===== src/rtl/alu_txn_issuer_if.sv =====
// rtl/alu_txn_issuer_if.sv - request, ALU pin and response bundle for alu_txn_issuer
interface alu_txn_issuer_if #(
    parameter int WIDTH     = 8,
    parameter int CMD_WIDTH = 4
);
    logic                   req_valid;
    logic                   req_ready;
    logic [WIDTH-1:0]       req_opa;
    logic [WIDTH-1:0]       req_opb;
    logic                   req_cin;
    logic                   req_mode;
    logic [CMD_WIDTH-1:0]   req_cmd;
    logic [1:0]             req_inp_valid;

    logic [WIDTH-1:0]       OPA;
    logic [WIDTH-1:0]       OPB;
    logic                   CIN;
    logic                   MODE;
    logic                   CE;
    logic [CMD_WIDTH-1:0]   CMD;
    logic [1:0]             INP_VALID;
    logic [2*WIDTH-1:0]     RES;
    logic                   COUT;
    logic                   OFLOW;
    logic                   G;
    logic                   L;
    logic                   E;
    logic                   ERR;

    logic                   rsp_valid;
    logic                   rsp_ready;
    logic [2*WIDTH-1:0]     rsp_res;
    logic [5:0]             rsp_flags;

    modport master (
        input  req_valid, req_opa, req_opb, req_cin, req_mode, req_cmd, req_inp_valid,
        output req_ready,
        output OPA, OPB, CIN, MODE, CE, CMD, INP_VALID,
        input  RES, COUT, OFLOW, G, L, E, ERR,
        output rsp_valid, rsp_res, rsp_flags,
        input  rsp_ready
    );

    modport slave (
        output req_valid, req_opa, req_opb, req_cin, req_mode, req_cmd, req_inp_valid,
        input  req_ready,
        input  OPA, OPB, CIN, MODE, CE, CMD, INP_VALID,
        output RES, COUT, OFLOW, G, L, E, ERR,
        input  rsp_valid, rsp_res, rsp_flags,
        output rsp_ready
    );
endinterface


===== src/rtl/alu_txn_issuer.sv =====
// rtl/alu_txn_issuer.sv - single-outstanding ALU transaction initiator; ALU_ISSUE_STATS_EN adds issue/error counters
module alu_txn_issuer #(
    parameter int WIDTH     = 8,
    parameter int CMD_WIDTH = 4,
    parameter int STD_LAT   = 1,
    parameter int MUL_LAT   = 3
) (
    input  logic              CLK,
    input  logic              RST,
    alu_txn_issuer_if.master  bus
`ifdef ALU_ISSUE_STATS_EN
    ,
    output logic [15:0]       stat_issued,
    output logic [15:0]       stat_err
`endif
);
    localparam int MAX_LAT = (STD_LAT > MUL_LAT) ? STD_LAT : MUL_LAT;
    localparam int CNT_W   = $clog2(MAX_LAT) + 1;

    typedef enum logic [1:0] {IDLE, ISSUE, WAIT, RESP} state_t;

    state_t           state, state_nxt;
    logic [CNT_W-1:0] wait_cnt;
    logic             accept;
    logic             no_inp;
    logic             is_mul;
    logic             wait_done;

    assign accept    = bus.req_valid && bus.req_ready;
    assign no_inp    = (bus.req_inp_valid == 2'b00);
    // Latency is chosen from the latched pins, which hold the accepted command during ISSUE.
    assign is_mul    = bus.MODE && ((bus.CMD == CMD_WIDTH'(9)) || (bus.CMD == CMD_WIDTH'(10)));
    assign wait_done = (wait_cnt == '0);

    always_ff @(posedge CLK) begin
        if (!RST) state <= IDLE;
        else      state <= state_nxt;
    end

    always_comb begin
        state_nxt = state;
        case (state)
            IDLE:    if (accept) state_nxt = no_inp ? RESP : ISSUE;
            ISSUE:   state_nxt = WAIT;
            WAIT:    if (wait_done) state_nxt = RESP;
            RESP:    if (bus.rsp_valid && bus.rsp_ready) state_nxt = IDLE;
            default: state_nxt = IDLE;
        endcase
    end

    always_ff @(posedge CLK) begin
        if (!RST) begin
            bus.req_ready <= 1'b0;
            bus.rsp_valid <= 1'b0;
            bus.rsp_res   <= '0;
            bus.rsp_flags <= '0;
            bus.CE        <= 1'b0;
            bus.INP_VALID <= 2'b00;
            bus.OPA       <= '0;
            bus.OPB       <= '0;
            bus.CIN       <= 1'b0;
            bus.MODE      <= 1'b0;
            bus.CMD       <= '0;
            wait_cnt      <= '0;
        end else begin
            bus.req_ready <= (state_nxt == IDLE);
            case (state)
                IDLE: begin
                    if (accept) begin
                        if (no_inp) begin
                            bus.rsp_res   <= '0;
                            bus.rsp_flags <= 6'b000001;
                            bus.rsp_valid <= 1'b1;
                        end else begin
                            bus.OPA       <= bus.req_opa;
                            bus.OPB       <= bus.req_opb;
                            bus.CIN       <= bus.req_cin;
                            bus.MODE      <= bus.req_mode;
                            bus.CMD       <= bus.req_cmd;
                            bus.INP_VALID <= bus.req_inp_valid;
                            bus.CE        <= 1'b1;
                        end
                    end
                end
                ISSUE: begin
                    wait_cnt <= is_mul ? CNT_W'(MUL_LAT - 1) : CNT_W'(STD_LAT - 1);
                end
                WAIT: begin
                    if (wait_done) begin
                        bus.rsp_res   <= bus.RES;
                        bus.rsp_flags <= {bus.COUT, bus.OFLOW, bus.G, bus.L, bus.E, bus.ERR};
                        bus.rsp_valid <= 1'b1;
                        bus.CE        <= 1'b0;
                        bus.INP_VALID <= 2'b00;
                    end else begin
                        wait_cnt <= wait_cnt - CNT_W'(1);
                    end
                end
                RESP: begin
                    if (bus.rsp_ready) bus.rsp_valid <= 1'b0;
                end
                default: ;
            endcase
        end
    end

`ifdef ALU_ISSUE_STATS_EN
    logic issue_entry;
    logic err_entry;

    assign issue_entry = (state == IDLE) && accept && !no_inp;
    assign err_entry   = ((state == IDLE) && accept && no_inp) ||
                         ((state == WAIT) && wait_done && bus.ERR);

    always_ff @(posedge CLK) begin
        if (!RST) begin
            stat_issued <= '0;
            stat_err    <= '0;
        end else begin
            if (issue_entry && (stat_issued != 16'hFFFF)) stat_issued <= stat_issued + 16'd1;
            if (err_entry && (stat_err != 16'hFFFF))      stat_err    <= stat_err + 16'd1;
        end
    end
`endif
endmodule


===== src/flat_wrapper.sv =====
// flat-port wrapper written by rule: the top's interface ports become plain ports
module alu_txn_issuer_flat 
#(
    parameter int WIDTH     = 8,
    parameter int CMD_WIDTH = 4,
    parameter int STD_LAT   = 1,
    parameter int MUL_LAT   = 3
)
  (CLK, RST, bus_req_valid, bus_req_opa, bus_req_opb, bus_req_cin, bus_req_mode, bus_req_cmd, bus_req_inp_valid, bus_req_ready, bus_OPA, bus_OPB, bus_CIN, bus_MODE, bus_CE, bus_CMD, bus_INP_VALID, bus_RES, bus_COUT, bus_OFLOW, bus_G, bus_L, bus_E, bus_ERR, bus_rsp_valid, bus_rsp_res, bus_rsp_flags, bus_rsp_ready);
  alu_txn_issuer_if #(.WIDTH(WIDTH), .CMD_WIDTH(CMD_WIDTH)) bus_i ();
  input  logic CLK;
  input  logic RST;
  input wire logic [$bits(bus_i.req_valid)-1:0] bus_req_valid;
  input wire logic [$bits(bus_i.req_opa)-1:0] bus_req_opa;
  input wire logic [$bits(bus_i.req_opb)-1:0] bus_req_opb;
  input wire logic [$bits(bus_i.req_cin)-1:0] bus_req_cin;
  input wire logic [$bits(bus_i.req_mode)-1:0] bus_req_mode;
  input wire logic [$bits(bus_i.req_cmd)-1:0] bus_req_cmd;
  input wire logic [$bits(bus_i.req_inp_valid)-1:0] bus_req_inp_valid;
  output wire logic [$bits(bus_i.req_ready)-1:0] bus_req_ready;
  output wire logic [$bits(bus_i.OPA)-1:0] bus_OPA;
  output wire logic [$bits(bus_i.OPB)-1:0] bus_OPB;
  output wire logic [$bits(bus_i.CIN)-1:0] bus_CIN;
  output wire logic [$bits(bus_i.MODE)-1:0] bus_MODE;
  output wire logic [$bits(bus_i.CE)-1:0] bus_CE;
  output wire logic [$bits(bus_i.CMD)-1:0] bus_CMD;
  output wire logic [$bits(bus_i.INP_VALID)-1:0] bus_INP_VALID;
  input wire logic [$bits(bus_i.RES)-1:0] bus_RES;
  input wire logic [$bits(bus_i.COUT)-1:0] bus_COUT;
  input wire logic [$bits(bus_i.OFLOW)-1:0] bus_OFLOW;
  input wire logic [$bits(bus_i.G)-1:0] bus_G;
  input wire logic [$bits(bus_i.L)-1:0] bus_L;
  input wire logic [$bits(bus_i.E)-1:0] bus_E;
  input wire logic [$bits(bus_i.ERR)-1:0] bus_ERR;
  output wire logic [$bits(bus_i.rsp_valid)-1:0] bus_rsp_valid;
  output wire logic [$bits(bus_i.rsp_res)-1:0] bus_rsp_res;
  output wire logic [$bits(bus_i.rsp_flags)-1:0] bus_rsp_flags;
  input wire logic [$bits(bus_i.rsp_ready)-1:0] bus_rsp_ready;
  assign bus_i.req_valid = bus_req_valid;
  assign bus_i.req_opa = bus_req_opa;
  assign bus_i.req_opb = bus_req_opb;
  assign bus_i.req_cin = bus_req_cin;
  assign bus_i.req_mode = bus_req_mode;
  assign bus_i.req_cmd = bus_req_cmd;
  assign bus_i.req_inp_valid = bus_req_inp_valid;
  assign bus_req_ready = bus_i.req_ready;
  assign bus_OPA = bus_i.OPA;
  assign bus_OPB = bus_i.OPB;
  assign bus_CIN = bus_i.CIN;
  assign bus_MODE = bus_i.MODE;
  assign bus_CE = bus_i.CE;
  assign bus_CMD = bus_i.CMD;
  assign bus_INP_VALID = bus_i.INP_VALID;
  assign bus_i.RES = bus_RES;
  assign bus_i.COUT = bus_COUT;
  assign bus_i.OFLOW = bus_OFLOW;
  assign bus_i.G = bus_G;
  assign bus_i.L = bus_L;
  assign bus_i.E = bus_E;
  assign bus_i.ERR = bus_ERR;
  assign bus_rsp_valid = bus_i.rsp_valid;
  assign bus_rsp_res = bus_i.rsp_res;
  assign bus_rsp_flags = bus_i.rsp_flags;
  assign bus_i.rsp_ready = bus_rsp_ready;
  alu_txn_issuer #(.WIDTH(WIDTH), .CMD_WIDTH(CMD_WIDTH), .STD_LAT(STD_LAT), .MUL_LAT(MUL_LAT)) u_core (.CLK(CLK), .RST(RST), .bus(bus_i));
endmodule

===== config.mk =====
export PLATFORM = sky130hd
export DESIGN_NAME = alu_txn_issuer_flat
export DESIGN_NICKNAME = d
export VERILOG_FILES = /design/src/rtl/alu_txn_issuer_if.sv /design/src/rtl/alu_txn_issuer.sv /design/src/flat_wrapper.sv
export SDC_FILE = /design/constraint.sdc
export NUM_CORES = 1
export LEC_CHECK = 0
export CORE_ASPECT_RATIO = 0.75
export CORE_UTILIZATION = 37
export DETAILED_ROUTE_END_ITERATION = 8
export GPL_TIMING_DRIVEN = 0
export PLACE_DENSITY = 0.76
export SYNTH_ARGS = -nofsm -noshare
export SYNTH_HDL_FRONTEND = slang
export SYNTH_SLANG_ARGS = --single-unit
export TNS_END_PERCENT = 1

===== constraint.sdc =====
create_clock -name CLK -period 1.8 [get_ports CLK]
set_clock_uncertainty 0.2 [all_clocks]
set_input_delay 0.36 -clock CLK [delete_from_list [all_inputs] [get_ports CLK]]
set_output_delay 0.36 -clock CLK [all_outputs]
set_load 0.05 [all_outputs]

==> impl_summary.md <==
Yosys
The total of flip-flops plus latches after synthesis is 54. The synthesized netlist cell count is approximately 220. The number of distinct library cells after synthesis is 37. The portion of the post-synthesis area used by sequential elements is between 50% and 60%. Yosys mapped a number of flops with a built-in enable equal to 0. The number of warnings reported in the yosys synthesis log is 0. The primary flip-flop cell chosen by synthesis mapping is sky130_fd_sc_hd__dfxtp_1. The net count after synthesis is between 200 and 300.

Summing every instance area after synthesis gives 2110 µm². Each instance of the synthesized netlist takes up on average 9.73 µm². In the synthesized netlist the async set-or-reset flop fraction comes to 0%.

Run status
The checks that failed: setup timing. The run finished, with violations left.

Global routing
The number of global-route vias before repair is between 1500 and 2000. The pin count of the biggest net entering global routing is 18. The first-pass GRT wire length is between 8000 and 9000 µm. Summed over all layers, the global routing overflow is 0. The number of antenna violations at the first check in global routing came to 0. The overall global routing resource usage is between 10% and 20%.

Placed design
Routability-driven placement finished with a final weighted congestion of between 0.7 and 0.8. The post-place instance area is about 3200 µm². Input and output buffers added on the ports amount to 97. The post-detailed-placement half-perimeter wirelength is about 3900 µm.

Setup path
STA classifies the critical path startpoint as a flip-flop. Traced cell by cell, the critical path runs through inv_2 > ha_4 > and4bb_2 > a31oi_4 > o21a_4 > buf_6 > a22o_1. The worst setup path is captured at a flip-flop. The number of buffers and inverters on the critical path is 2. The largest single stage delay on the critical path is 0.34 ns.

The category of cells accounting for the largest share of critical-path delay is compound AO/OA/AOI/OAI gates. At the worst endpoint, the arrival time is approximately 1.8 ns. The critical path in this run is classified as flip-flop to flip-flop. On the critical path, the stage with the largest delay is an instance of sky130_fd_sc_hd__dfxtp_2. The largest fanout on the critical path is 10. The required time reported for the critical path endpoint is around 1.8 ns.

Routing
The total via count in the routed design is about 1900. The overall routed net length is ~5200 µm. After detailed routing, the number of vias per cell comes to 4.75. The number of DRC markers in iteration 0 is 55. The detail route stage leaves a number of antenna-violating nets equal to 0. After detailed routing, the average wire length per cell comes to ~13 µm. The number of iterations in the first detailed-routing pass is 5. In the routed design, unresolved DRC markers number 0.

Final layout
After filler insertion, the fill cell instance count of the layout stands at 498. Summing all multi-input logic gate instances after layout gives 940 µm². The total inserted antenna cells is 0. Compared with the post-synthesis result, the final layout area differs by 54.6%. In the final layout, flip-flops and latches occupy between 1000 and 1500 µm². The fraction of final layout cells sized beyond drive strength 1 is 11.7%. The summed area of non-filler cells in the final layout is 3270 µm².

The net count of the finished layout is around 380.

STA
The shortest period the worst path allows is 1.81 ns. The worst path uses 100% of the clock period. Setup repair after global routing could not meet its margin everywhere. The worst slew slack as a fraction of its limit is approximately 66%. The maximum clock frequency is 0.554 GHz. The number of hold-slack violations in the final timing report was 0. Hold is met by 0.252 ns. The final count of pins violating max slew is 0. The final worst setup slack is -0.00560 ns. Setup violations remaining at the end of the flow were counted as 4. The slew of the pin with the lowest slew margin is 0.516 ns.

Clocking
For the worst-skew pair, the clock arrives at the later sink with an insertion delay of around 0.30 ns. TritonCTS built the clock tree. The clock-pin transition on the worst setup and hold timing paths is roughly 0.10 ns. In this run, CTS created clock tree buffers numbering 5. In this run the deepest clock path goes through 2 buffers.

The clock net in this run drives a total of between 50 and 60 sinks. The number of hold buffers added after CTS was 0. The tree is rooted in a sky130_fd_sc_hd__clkbuf_8.

In this run the number of H-tree levels came out at 2.

Power and ir drop
The analysis attributes to cell leakage a power of ~1.4 nW. The combinational power share is between 30% and 40%. The power share of the clock group is 19.3%. VDD sags by at most roughly 420 µV.

The net switching power is about 1.4 mW. The portion of total power attributed to sequential cells is 42.0%. The power density of the placed cells is 1070 nW/µm².

The fraction of power spent switching nets is 39.1%. The internal power of the cells totals about 2.1 mW.

Run
The tool flagged a number of max-cap violations equal to 0.

Worst hold path
The tightest min-delay check is of the flip-flop to flip-flop type.

Floorplanning
The area of the core region is ~5400 µm². The vertical die dimension is 67.4 µm. The overall die area is about 6000 µm². The effective utilization at floorplan is 39.0%. The number of top-level pins is 99. The die width is 89.2 µm. The floorplan row count is 23.
[repair_timing]
action	4_1_cts	5_1_grt
pin swaps	0	12
resized for setup	57	14
buffers inserted	0	3
setup endpoints to repair	94	30
hold endpoints to repair	0	0
[cells in the final DEF, fill, tap and decap left out, drive strengths merged, types with 2 or more instances in the layout]
cell,instances
nor2b,3
clkbuf,9
buf,14
a21oi,2
dlygate4sd2,43
a21boi,25
o211ai,2
o31ai,2
nor2,7
nand2,49
a22o,21
nand3,3
and2,2
clkdlybuf4s50,45
clkinv,2
nor3,3
o21ai,4
clkdlybuf4s15,9
dfxtp,54
o31a,2
ha,2
inv,5
[worst paths after layout]
| check | start | depth (start not counted) | to | slack (ns) |
|---|---|---|---|---|
| max reg2reg | u_core.wait_cnt[0]$_SDFFE_PN0P_ | 7 | u_core.bus.rsp_res[9]$_SDFFE_PN0P_ | -0.006 |
| min reg2reg | u_core.bus.OPB[4]$_SDFFE_PN0P_ | 2 | u_core.bus.OPB[4]$_SDFFE_PN0P_ | 0.25 |
| max | u_core.wait_cnt[0]$_SDFFE_PN0P_ | 7 | u_core.bus.rsp_res[9]$_SDFFE_PN0P_ | -0.006 |
| min | u_core.bus.OPB[4]$_SDFFE_PN0P_ | 2 | u_core.bus.OPB[4]$_SDFFE_PN0P_ | 0.25 |
[power by group through the flow]
stage               Clock [mW]  Combinational [mW]  Sequential, mW
floorplan                    0               0.449            1.95
global placement             0                1.38            1.48
detailed placement           0                1.40            1.49
CTS                      0.701                1.31            1.46
global route             0.732                1.44            1.49
finish                   0.671                1.35            1.46
[per-stage QoR]
stage               util, %  instances  setup TNS [ns]  power [mW]  setup WS [ns]
finish                 60.4        400         -0.0125        3.48       -0.00560
CTS                    59.4        397           -1.37        3.47        -0.0933
floorplan                 -        217               0        2.40         0.0551
detailed placement     58.8        389          -20.03        2.89         -0.464
global placement       58.8        389          -19.00        2.86         -0.429
global route           60.4        400          -0.672        3.66        -0.0506
[cells in the mapped netlist, drive strengths merged (2+ instances only)]
cell type / n / share of area, %
nand3: 3 / 0.71
o211ai: 2 / 0.71
inv: 5 / 0.89
ha: 2 / 1.2
nor2b: 3 / 0.89
nor3: 3 / 0.71
and2: 2 / 0.59
nand2: 49 / 8.8
dfxtp: 54 / 51
nor2: 7 / 1.2
o31a: 2 / 0.83
clkbuf: 4 / 0.71
a22o: 21 / 8.7
buf: 11 / 3.8
a21oi: 2 / 0.47
o21ai: 4 / 0.95
a21boi: 25 / 8.9
o31ai: 2 / 0.71
[tightest hold or removal path, stage by stage (launching register included)]
cell,delay [ns]
sky130_fd_sc_hd__dfxtp_1,0.32
sky130_fd_sc_hd__nand2_1,0.05
sky130_fd_sc_hd__a21boi_1,0.05
[sequential cells by signal, summed over array words and instances (netlist names)]
| register | count |
|---|---|
| u_core.bus.rsp_res | 16 |
| u_core.bus.OPA | 8 |
| u_core.bus.OPB | 8 |
| u_core.bus.rsp_flags | 6 |
| u_core.bus.CMD | 4 |
| u_core.wait_cnt | 3 |
| u_core.bus.INP_VALID | 2 |
| u_core.state | 2 |
| u_core.bus.CE | 1 |
| u_core.bus.CIN | 1 |
| u_core.bus.MODE | 1 |
| u_core.bus.req_ready | 1 |
| u_core.bus.rsp_valid | 1 |
[cell type report]
cell class	instances	share of cell area (%)
clock buffer	5	2.11
buffer	15	2.91
inverter	5	0.575
sequential	54	33.3
multi-input combinational	143	28.8
timing repair buffer	100	28.8
clock inverter	3	0.651
tap	75	2.87
[cell families after synthesis]
logic type      after synthesis  share of synthesized area (%)
simple gates                 76                           17.1
compound gates               64                           24.8
flops                        54                           51.2
buf+inv                      20                           5.39
fa+ha+maj                     2                           1.18
xor+xnor                      1                          0.415
[metal layers]
layer | track usage (%) | wire, µm | share of wire, %
met4 | 4.17 | 47 | 0.90
met3 | 5.50 | 307 | 5.9
met5 | 0 | 0 | 0
met1 | 22.7 | 2500 | 48
met2 | 29.5 | 2390 | 46
No activity file was read; power rests on OpenSTA's default activity.
